<file path="config.mk">
export PLATFORM = sky130hd
export DESIGN_NAME = charge_controller
export DESIGN_NICKNAME = d
export VERILOG_FILES = /design/src/rtl/charge_controller.sv
export SDC_FILE = /design/constraint.sdc
export NUM_CORES = 1
export LEC_CHECK = 0
export BUFFER_PORTS_ARGS = -buffer_cell sky130_fd_sc_hd__buf_2
export CORE_MARGIN = 10
export CORE_UTILIZATION = 50
export DETAILED_ROUTE_END_ITERATION = 16
export MAX_ROUTING_LAYER = met4
export PLACE_DENSITY = 0.79
export SLEW_MARGIN = 20
export SYNTH_ARGS = -nofsm -noshare
export SYNTH_HDL_FRONTEND = slang
export SYNTH_SLANG_ARGS = --single-unit
</file>
<file path="constraint.sdc">
create_clock -name clk -period 3.6 [get_ports clk]
set_input_delay 0.18 -clock clk [delete_from_list [all_inputs] [get_ports clk]]
set_output_delay 0.18 -clock clk [all_outputs]
set_load 0.005 [all_outputs]
</file>
<file path="src/rtl/charge_controller.sv">
// rtl/charge_controller.sv - coin-operated phone charging station control FSM
module charge_controller #(
    parameter int CLK_HZ        = 1000,
    parameter int MAX_MONEY     = 20,
    parameter int TIMEOUT_TICKS = 10
) (
    input  logic       clk,
    input  logic       rst_n,
    input  logic [3:0] key_value,
    input  logic       press,
    input  logic       clear,
    input  logic       start,
    input  logic       confirm,
    output logic       no_display,
    output logic [4:0] all_money,
    output logic [5:0] remaining_time,
    output logic [2:0] current_state
);

    localparam int TW = (CLK_HZ > 1) ? $clog2(CLK_HZ) : 1;
    localparam int IW = (TIMEOUT_TICKS > 1) ? $clog2(TIMEOUT_TICKS + 1) : 1;
    localparam logic [TW-1:0] TICK_LAST = TW'(CLK_HZ - 1);
    localparam logic [IW-1:0] IDLE_LAST = IW'(TIMEOUT_TICKS - 1);

    typedef enum logic [2:0] {
        S_IDLE     = 3'd0,
        S_INPUT    = 3'd1,
        S_CHARGING = 3'd2
    } state_t;

    state_t        state, state_n;
    logic [4:0]    money, money_n;
    logic [5:0]    rtime, rtime_n;
    logic [TW-1:0] tick, tick_n;
    logic [IW-1:0] idle, idle_n;
    logic          blank;

    // Strobe vectors ordered {press, clear, start, confirm}
    logic [3:0]    strobe_s, strobe_p;
    logic [3:0]    key_s;
    logic          ev_press, ev_clear, ev_start, ev_confirm;
    logic          key_ok;
    logic [7:0]    calc;

    // Sample strobes and key once, keep the previous sample for edge detection
    always_ff @(posedge clk or negedge rst_n) begin
        if (!rst_n) begin
            strobe_s <= 4'b0;
            strobe_p <= 4'b0;
            key_s    <= 4'b0;
        end else begin
            strobe_s <= {press, clear, start, confirm};
            strobe_p <= strobe_s;
            key_s    <= key_value;
        end
    end

    assign ev_press   = strobe_s[3] & ~strobe_p[3];
    assign ev_clear   = strobe_s[2] & ~strobe_p[2];
    assign ev_start   = strobe_s[1] & ~strobe_p[1];
    assign ev_confirm = strobe_s[0] & ~strobe_p[0];
    assign key_ok     = (key_s <= 4'd9);
    assign calc       = 8'(money) * 8'd10 + 8'(key_s);

    // State, amount, time and counters register
    always_ff @(posedge clk or negedge rst_n) begin
        if (!rst_n) begin
            state <= S_IDLE;
            money <= 5'd0;
            rtime <= 6'd0;
            tick  <= '0;
            idle  <= '0;
            blank <= 1'b1;
        end else begin
            state <= state_n;
            money <= money_n;
            rtime <= rtime_n;
            tick  <= tick_n;
            idle  <= idle_n;
            blank <= (state_n == S_IDLE);
        end
    end

    // Next-state and next-datapath logic
    always_comb begin
        state_n = state;
        money_n = money;
        rtime_n = rtime;
        tick_n  = tick;
        idle_n  = idle;
        case (state)
            S_IDLE: begin
                money_n = 5'd0;
                rtime_n = 6'd0;
                tick_n  = '0;
                idle_n  = '0;
                if (ev_start) begin
                    state_n = S_INPUT;
                end
            end
            S_INPUT: begin
                if (ev_clear) begin
                    money_n = 5'd0;
                    rtime_n = 6'd0;
                    tick_n  = '0;
                    idle_n  = '0;
                end else if (ev_confirm && money != 5'd0) begin
                    state_n = S_CHARGING;
                    rtime_n = {money, 1'b0};
                    tick_n  = '0;
                    idle_n  = '0;
                end else if (ev_press && key_ok) begin
                    if (money == 5'd0) begin
                        money_n = {1'b0, key_s};
                    end else if (calc > 8'(MAX_MONEY)) begin
                        money_n = 5'(MAX_MONEY);
                    end else begin
                        money_n = calc[4:0];
                    end
                    rtime_n = {money_n, 1'b0};
                    tick_n  = '0;
                    idle_n  = '0;
                end else if (tick == TICK_LAST) begin
                    tick_n = '0;
                    if (idle == IDLE_LAST) begin
                        state_n = S_IDLE;
                        money_n = 5'd0;
                        rtime_n = 6'd0;
                        idle_n  = '0;
                    end else begin
                        idle_n = idle + IW'(1);
                    end
                end else begin
                    tick_n = tick + TW'(1);
                end
            end
            S_CHARGING: begin
                if (tick == TICK_LAST) begin
                    tick_n = '0;
                    if (rtime <= 6'd1) begin
                        state_n = S_IDLE;
                        money_n = 5'd0;
                        rtime_n = 6'd0;
                    end else begin
                        rtime_n = rtime - 6'd1;
                    end
                end else begin
                    tick_n = tick + TW'(1);
                end
            end
            default: begin
                state_n = S_IDLE;
                money_n = 5'd0;
                rtime_n = 6'd0;
                tick_n  = '0;
                idle_n  = '0;
            end
        endcase
    end

    assign no_display     = blank;
    assign all_money      = money;
    assign remaining_time = rtime;
    assign current_state  = state;

endmodule

</file>
==> impl_metrics.ini, run 1 <==
[placed_design]
port_buffers = 24
postPlaceCellArea_um2 = 2620
place.gp.congestion = 0.902
dp_hpwl_um = 3850
numPlacedInstances = 332
place_ws_ps = 518

[setup_path]
worst-path-buf-inv = 0
cp-start-kind = flop
slowest_stage = dfrtp_1
crit_family = adder cells
critPathArrivalTime_ps = 3310
max_stage_delay_ps = 520
path_cells = ha_1 > ha_1 > fa_1 > xor2_1 > xor2_1 > o32ai_1 > a2bb2oi_2 > nand3_1 > a2111oi_2
required_ps = 3780
path_class = flop to flop
endpoint_kind = flop
cp.depth = 9
rr_worst_depth = 9
path_max_fanout = 8

[power]
power_frac_seq_pct = 51.6
power.total_mw = 0.938
clockPowerShare_pct = 38.9
power_switching_mw = 0.220
irDropWorstVdd_v = 0.000256
p_leak_nw = 1.25
power_density_nw_per_um2 = 334
p_sw_share_pct = 23.5
internal_power_mw = 0.718
pwr-share-comb_pct = 9.5

[floorplanning]
io_pins = 25
dieWidth_um = 90.1
die_h_um = 90.1
rows = 25
start_util_pct = 51.6
die_area_um2 = 8110
core_um2 = 4750

[finish]
stdcell_count = 348
diodes = 0
drive_gt1_share_pct = 15.7
fillers = 422
layout.area.seq_um2 = 1030
fin_area_um2 = 2810
final_common_cell = dfrtp_1
fin_util_pct = 59.1
final_cell_mix = dfrtp_1, nor2_1, buf_2, nand3_1, nand2_1
multi_input_area_um2 = 1350
finalNetCount = 306
areaGrowthSynthToFinish_pct = 14.4

[clock_network]
clkSinkCount = 41
postCtsHoldBufs = 8
clockRootBuffer = clkbuf_8
clkTransAtPathRegs_ps = 70
cts_resized = 0
cts-htree-levels = 2
cts_setup_buffers = 0
tritoncts = done
clkLatencyLatePin_ps = 300
numCtsBuffers = 5
clock_path_buffers = 2

[synthesis]
ys_seq_elements = 41
syn_nets = 272
synth-edff-count = 0
ys.flop_type = dfrtp_1
ys_types = 60
seq_area_frac_synth_pct = 41.9
syn_avg_cell_area_um2 = 9.97
synthCells = 246
yosys_warnings = 0
syn_area_um2 = 2450
async_reset_ff_share_pct = 100

[timing]
rsz0062_at_grt = false
layout_setup_ws_ps = 471
period_needed_ps = 3130
relSlewSlack_pct = 42.0
timing_hold_violations_final = 12
worstMarginPinSlew_ps = 870
final-setup-viol-count = 0
maxSlewViolCount = 0
finalSetupTns_ps = 0
whs_ps = -12.5
fin_crit_sh_pct = 86.9
max_freq_mhz = 320
skew_ps = 6.30

[detailed_routing]
ant_nets = 0
drtIter0Drc = 176
routedWlPerCell_um = 14.6
first_pass_iters = 5
drc = 0
viasPerCell = 5.48
vias = 1906
wirelength_um = 5070

[status]
status = finished with violations
failed_checks = hold timing

[global_route]
grt_remaining_overflow = 0
grt_pass1_vias = 1873
grt_use_total_pct = 12.9
antenna_found_initial = 0
grt_pass1_wl_um = 8850
grt_max_degree = 42

[hold_path]
hold_class = input port to asynchronous set/reset pin

[flow_run]
cap_violations = 0
[cell families (layout without fill, tap and decap cells)]
kind of cell	after synthesis	after routing	share of synthesized area, %
other	1	1	0.153
muxes	3	3	1.22
buffers and inverters	15	50	3.21
xor gates and xnor gates	18	18	6.43
adders and majority gates	16	16	8.77
DFF	41	41	41.9
and+or+nand+nor	95	95	20.1
AOI/OAI and AO/OA	57	57	18.2
[area by class of cell]
type                    instances  area share [%]
clock inverters                 2            1.38
well taps                      67            2.99
flip-flops and latches         41            36.6
repair buffers                 32            7.13
inverters                      10            1.34
multi-input cells             190            48.0
clock buffers                   6            2.58
[sequential cells by signal, summed over array words and instances, names as in the netlist]
signal	count
remaining_time	6
strobe_s	4
current_state	3
no_display	1
idle	4
strobe_p	4
key_s	4
all_money	5
tick	10
[synth_stat cells (5+ instances only)]
| library cell | count | area share [%] |
|---|---|---|
| inv_1 | 10 | 1.5 |
| ha_1 | 14 | 7.1 |
| nor2b_1 | 5 | 1.3 |
| dfrtp_1 | 40 | 41 |
| xnor2_1 | 10 | 3.6 |
| o21ai_1 | 9 | 1.8 |
| nand3_1 | 20 | 4.1 |
| a21oi_1 | 8 | 1.6 |
| o21ai_0 | 8 | 1.6 |
| nand2_1 | 16 | 2.4 |
| nor2_1 | 24 | 3.7 |
| xor2_1 | 8 | 2.9 |
[worst register-to-register path: cells and delay by family (launching register included)]
family	cells	cell delay [ps]
and+or+nand+nor	1	150
xor gates and xnor gates	2	420
adders and majority gates	3	1020
AOI/OAI and AO/OA	3	900
DFF	1	520
[power groups by stage]
stage	combinational, mW	clock (mW)	sequential, mW
floorplan	0.0552	0	0.491
global placement	0.0820	0	0.493
detailed placement	0.0828	0	0.494
global route	0.0999	0.394	0.487
CTS	0.0898	0.376	0.485
finish	0.0891	0.365	0.485
[final timing paths]
kind / startpoint / endpoint / slack, ps
setup / recovery: all_money[1]$_DFFE_PN0P_ / remaining_time[2]$_DFFE_PN0P_ / 470
hold / removal: rst_n / all_money[2]$_DFFE_PN0P_ / -10
setup reg to reg: all_money[1]$_DFFE_PN0P_ / remaining_time[2]$_DFFE_PN0P_ / 470
hold reg to reg: strobe_s[3]$_DFF_PN0_ / strobe_p[3]$_DFF_PN0_ / 380
max in group asynchronous: rst_n / key_s[3]$_DFF_PN0_ / 3060
min in group clk: strobe_s[3]$_DFF_PN0_ / strobe_p[3]$_DFF_PN0_ / 380
[metal layers]
layer	track usage, %	up-vias	part of all wire, %
met5	-	-	0
met4	3.58	0	0.53
met3	2.91	3	6.1
met2	19.1	52	45
met1	17.2	894	48
li1	-	957	-
No activity file was read; power rests on OpenSTA's default activity.
==> inputs of run 2 (changes only) <==
- CORE_UTILIZATION: 50 -> 40
- PLACE_DENSITY: 0.79 -> default
- PLACE_DENSITY_LB_ADDON: default -> 0.25
==> run 2 against run 1 <==
- the flow now finishes without violations
- power is 2.1% higher
- critical path type unchanged
- cell area increased by 0.53%
- worst hold slack better by 25 ps
- die area rose by 19%
- highest routed layer unchanged
- global-route usage is 1.1 points lower
- clock skew is 3.3 ps higher
- core utilization down 12 points
- sequential share of layout area fell by 0.19 points
- critical endpoint unchanged
==> impl_metrics.ini, run 2 (synthesis results as in run 1) <==
[setup_path]
worstReg2RegEnd = remaining_time[2]$_DFFE_PN0P_
worst-path-buf-inv = 0
slowest_stage = dfrtp_1
reg2reg_from = all_money[1]$_DFFE_PN0P_
path_class = flop to flop
cp-start-kind = flop
path_max_fanout = 8
critPathArrivalTime_ps = 3350
path_cells = ha_1 > ha_1 > fa_1 > xor2_1 > xor2_1 > o32ai_1 > a2bb2oi_2 > nand3_1 > a2111oi_2
endpoint_kind = flop
max_stage_delay_ps = 590
crit_family = adder cells
rr_worst_depth = 9
r2r_slack_ps = 440
required_ps = 3790

[finish]
layout.area.seq_um2 = 1030
multi_input_area_um2 = 1350
final_common_cell = dfrtp_1
largest_register = tick
largest_register_ffs = 10
finalNetCount = 306
areaGrowthSynthToFinish_pct = 15.0
stdcell_count = 356
fillers = 581
final_cell_mix = dfrtp_1, nor2_1, buf_2, nand3_1, nand2_1
diodes = 0
drive_gt1_share_pct = 15.7

[timing]
fin_crit_sh_pct = 87.8
period_needed_ps = 3160
worstMarginPinSlew_ps = 914
skew_ps = 9.60
final-setup-viol-count = 0
whs_ps = 12.3
rsz0062_at_grt = false
maxSlewViolCount = 0
timing_hold_violations_final = 0
max_freq_mhz = 316
finalSetupTns_ps = 0
layout_setup_ws_ps = 439
relSlewSlack_pct = 39.1

[global_route]
grt_pass1_vias = 1839
grt_remaining_overflow = 0
antenna_found_initial = 0
grt_pass1_wl_um = 9340
grt_use_total_pct = 11.8
grt_max_degree = 42

[floorplanning]
die_area_um2 = 9670
rows = 28
core_um2 = 5960
dieWidth_um = 98.3
io_pins = 25
die_h_um = 98.3
start_util_pct = 41.2

[flow_run]
cap_violations = 0

[detailed_routing]
drtIter0Drc = 152
ant_nets = 0
routedWlPerCell_um = 15.3
wirelength_um = 5450
drc = 0
viasPerCell = 5.40
first_pass_iters = 4
vias = 1922

[placed_design]
numPlacedInstances = 340
dp_hpwl_um = 4110
port_buffers = 24
place.gp.congestion = 0.813
place_ws_ps = 498

[clock_network]
cts-htree-levels = 2
clockRootBuffer = clkbuf_8
numCtsBuffers = 5
clock_path_buffers = 2
clkLatencyLatePin_ps = 300
clkTransAtPathRegs_ps = 80
clkSinkCount = 41
cts_resized = 0
cts_setup_buffers = 0
tritoncts = done

[power]
p_leak_nw = 1.25
power_density_nw_per_um2 = 339
irDropWorstVdd_v = 0.000222

[hold_path]
hold_class = input port to asynchronous set/reset pin

[status]
status = completed
run 2: cell types whose count changed in the layout (fill, tap and decap cells not counted), sizes merged:
cell,delta
clkbuf,+1
clkinv,-1
run 2: worst max path at each step:
stage                              from                             to  slack [ps]  cells after the start
2_1_floorplan  all_money[1]$_DFFE_PN0P_  remaining_time[2]$_DFFE_PN0P_         760                      9
3_3_place_gp   all_money[1]$_DFFE_PN0P_  remaining_time[2]$_DFFE_PN0P_         600                      9
3_5_place_dp   all_money[1]$_DFFE_PN0P_  remaining_time[2]$_DFFE_PN0P_         500                      9
4_1_cts        all_money[1]$_DFFE_PN0P_  remaining_time[2]$_DFFE_PN0P_         460                      9
5_1_grt        all_money[1]$_DFFE_PN0P_  remaining_time[2]$_DFFE_PN0P_         200                      9
6_report       all_money[1]$_DFFE_PN0P_  remaining_time[2]$_DFFE_PN0P_         440                      9
run 2: cell type report:
class	count	share of cell area, %
repair buffers	32	7.09
clock inverters	1	1.06
inverters	10	1.33
clock buffers	7	3.06
multi-input cells	190	47.7
well taps	75	3.32
flip-flops and latches	41	36.4
run 2: worst reg2reg max path: stages (launching register included):
cell	delay, ps
dfrtp_1	590
ha_1	340
ha_1	220
fa_1	430
xor2_1	330
xor2_1	120
o32ai_1	190
a2bb2oi_2	330
nand3_1	150
a2111oi_2	380
run 2: stage by stage:
step | utilization [%] | total power [mW] | area [um2]
global route | 47.4 | 1.01 | 2820
CTS | 47.4 | 0.971 | 2820
global placement | 44.1 | 0.578 | 2630
finish | 47.4 | 0.958 | 2820
detailed placement | 44.1 | 0.578 | 2630
floorplan | - | 0.546 | 2450
run 2: power breakdown:
group	internal (mW)	switching (mW)
Sequential	0.473	0.0126
Clock	0.226	0.157
Combinational	0.0372	0.0525
Total	0.736	0.222
run 2: routing by layer:
layer	track usage (%)	up-vias	part of all wire, %
met2	16.1	32	44
met4	4.41	0	1.8
met3	2.75	8	3.6
li1	-	958	-
met5	-	-	0
met1	16.4	924	51
run 2: repair_timing:
action | in CTS | in global routing
hold buffers | 8 | 0
setup endpoints to repair | 0 | 0
endpoints found under the hold margin | 8 | 0
==> inputs of run 3 (changes only) <==
- RECOVER_POWER: default -> 100
- SETUP_SLACK_MARGIN: default -> 0.2
==> run 3 against run 2 <==
- the flow now finishes with violations (capacitance limit, slew limit)
- global-route usage did not move
- register-to-register slack got worse by 20 ps
- final cell count unchanged
- critical endpoint is now remaining_time[1]$_DFFE_PN0P_
- largest power group unchanged
==> impl_metrics.ini, run 3 (synthesis results as in run 1) <==
[timing]
skew_ps = 10.6
fin_crit_sh_pct = 88.3
period_needed_ps = 3180
maxSlewViolCount = 42
rsz0062_at_grt = false
relSlewSlack_pct = -46.8
final-setup-viol-count = 0
finalSetupTns_ps = 0
timing_hold_violations_final = 0
worstMarginPinSlew_ps = 2200
max_freq_mhz = 315

[setup_path]
crit_start = all_money[4]$_DFFE_PN0P_
critPathArrivalTime_ps = 3390
worstReg2RegEnd = remaining_time[1]$_DFFE_PN0P_
reg2reg_from = all_money[4]$_DFFE_PN0P_
r2r_slack_ps = 420
slowest_stage = o21ai_0
rr_worst_depth = 6
required_ps = 3810
path_cells = or4_1 > o21ai_0 > o211ai_1 > and2_0 > mux2i_1 > a31oi_1
max_stage_delay_ps = 680
cp-start-kind = flop
path_max_fanout = 8
endpoint_kind = flop
path_class = flop to flop
crit_family = compound AO/OA/AOI/OAI gates
worst-path-buf-inv = 0

[power]
irDropWorstVdd_v = 0.000221
p_leak_nw = 1.20
power.total_mw = 0.955
power_density_nw_per_um2 = 344

[finish]
drive_gt1_share_pct = 9.25
largest_register_ffs = 10
fillers = 596
layout.area.seq_um2 = 1030
diodes = 0
final_cell_mix = dfrtp_1, nor2_1, nand3_1, nand2_1, clkbuf_1
areaGrowthSynthToFinish_pct = 13.0
fin_util_pct = 46.5
multi_input_area_um2 = 1310
stdcell_count = 356
largest_register = tick
final_common_cell = dfrtp_1
finalNetCount = 306

[global_route]
grt_use_total_pct = 11.8
grt_pass1_wl_um = 9340
grt_max_degree = 42
grt_pass1_vias = 1839
antenna_found_initial = 0
grt_remaining_overflow = 0

[detailed_routing]
first_pass_iters = 4
drc = 0
ant_nets = 0
vias = 1915
drtIter0Drc = 121
viasPerCell = 5.38
wirelength_um = 5540
routedWlPerCell_um = 15.6

[floorplanning]
rows = 28
io_pins = 25
start_util_pct = 41.2
core_um2 = 5960
dieWidth_um = 98.3
die_area_um2 = 9670
die_h_um = 98.3

[clock_network]
clkLatencyLatePin_ps = 300
clkSinkCount = 41
cts-htree-levels = 2
cts_setup_buffers = 0
clkTransAtPathRegs_ps = 80
tritoncts = done
numCtsBuffers = 5
clock_path_buffers = 2
clockRootBuffer = clkbuf_8

[hold_path]
whs_path_depth = 0
hold_class = flop to flop
worstHoldStart = strobe_s[3]$_DFF_PN0_
holdPathEnd = strobe_p[3]$_DFF_PN0_

[placed_design]
port_buffers = 24
place.gp.congestion = 0.813
dp_hpwl_um = 4110
numPlacedInstances = 340

[status]
failed_checks = capacitance limit, slew limit
status = finished with violations

[flow_run]
cap_violations = 1
[run 3: cell types whose count changed in the layout (fill, tap and decap cells not counted), sizes merged]
cell and change:
clkbuf +14, buf -14
[run 3: power by group]
group | internal [mW] | switching (mW) | total (mW)
combinational | 0.0349 | 0.0519 | 0.0869
sequential | 0.473 | 0.0125 | 0.485
clock | 0.226 | 0.156 | 0.382
total | 0.734 | 0.221 | 0.955
[run 3: worst max path at each step]
stage,to,slack (ps),depth (start not counted)
final,remaining_time[1]$_DFFE_PN0P_,420,6
after global routing,remaining_time[1]$_DFFE_PN0P_,160,6
after CTS,remaining_time[2]$_DFFE_PN0P_,460,9
after detailed placement,remaining_time[2]$_DFFE_PN0P_,500,9
after global placement,remaining_time[2]$_DFFE_PN0P_,600,9
after floorplan,remaining_time[2]$_DFFE_PN0P_,760,9
[run 3: routing by layer]
| layer | wire (um) | global-route usage, % | up-vias |
|---|---|---|---|
| li1 | - | - | 954 |
| met2 | 2370 | 16.1 | 43 |
| met3 | 234 | 2.75 | 8 |
| met1 | 2840 | 16.4 | 910 |
| met4 | 97 | 4.41 | 0 |
| met5 | 0 | - | - |
[run 3: through the flow]
step	area, um2	hold slack, ps	setup WS (ps)
floorplan	2450	-116	763
global placement	2630	287	596
detailed placement	2630	289	498
CTS	2820	60.1	458
global route	2770	398	161
finish	2770	381	423
[run 3: layout make-up]
type,count,share of cell area (%)
Timing Repair Buffer,32,6.59
Multi-Input combinational cell,190,47.4
Clock buffer,7,3.12
Sequential cell,41,37.1
Inverter,10,1.35
Tap cell,75,3.39
Clock inverter,1,1.08
[run 3: what timing repair did]
action	in CTS	in global routing
gates resized for setup	0	1
hold buffers	8	0
hold endpoints to repair	8	0
endpoints found under the setup margin	0	1
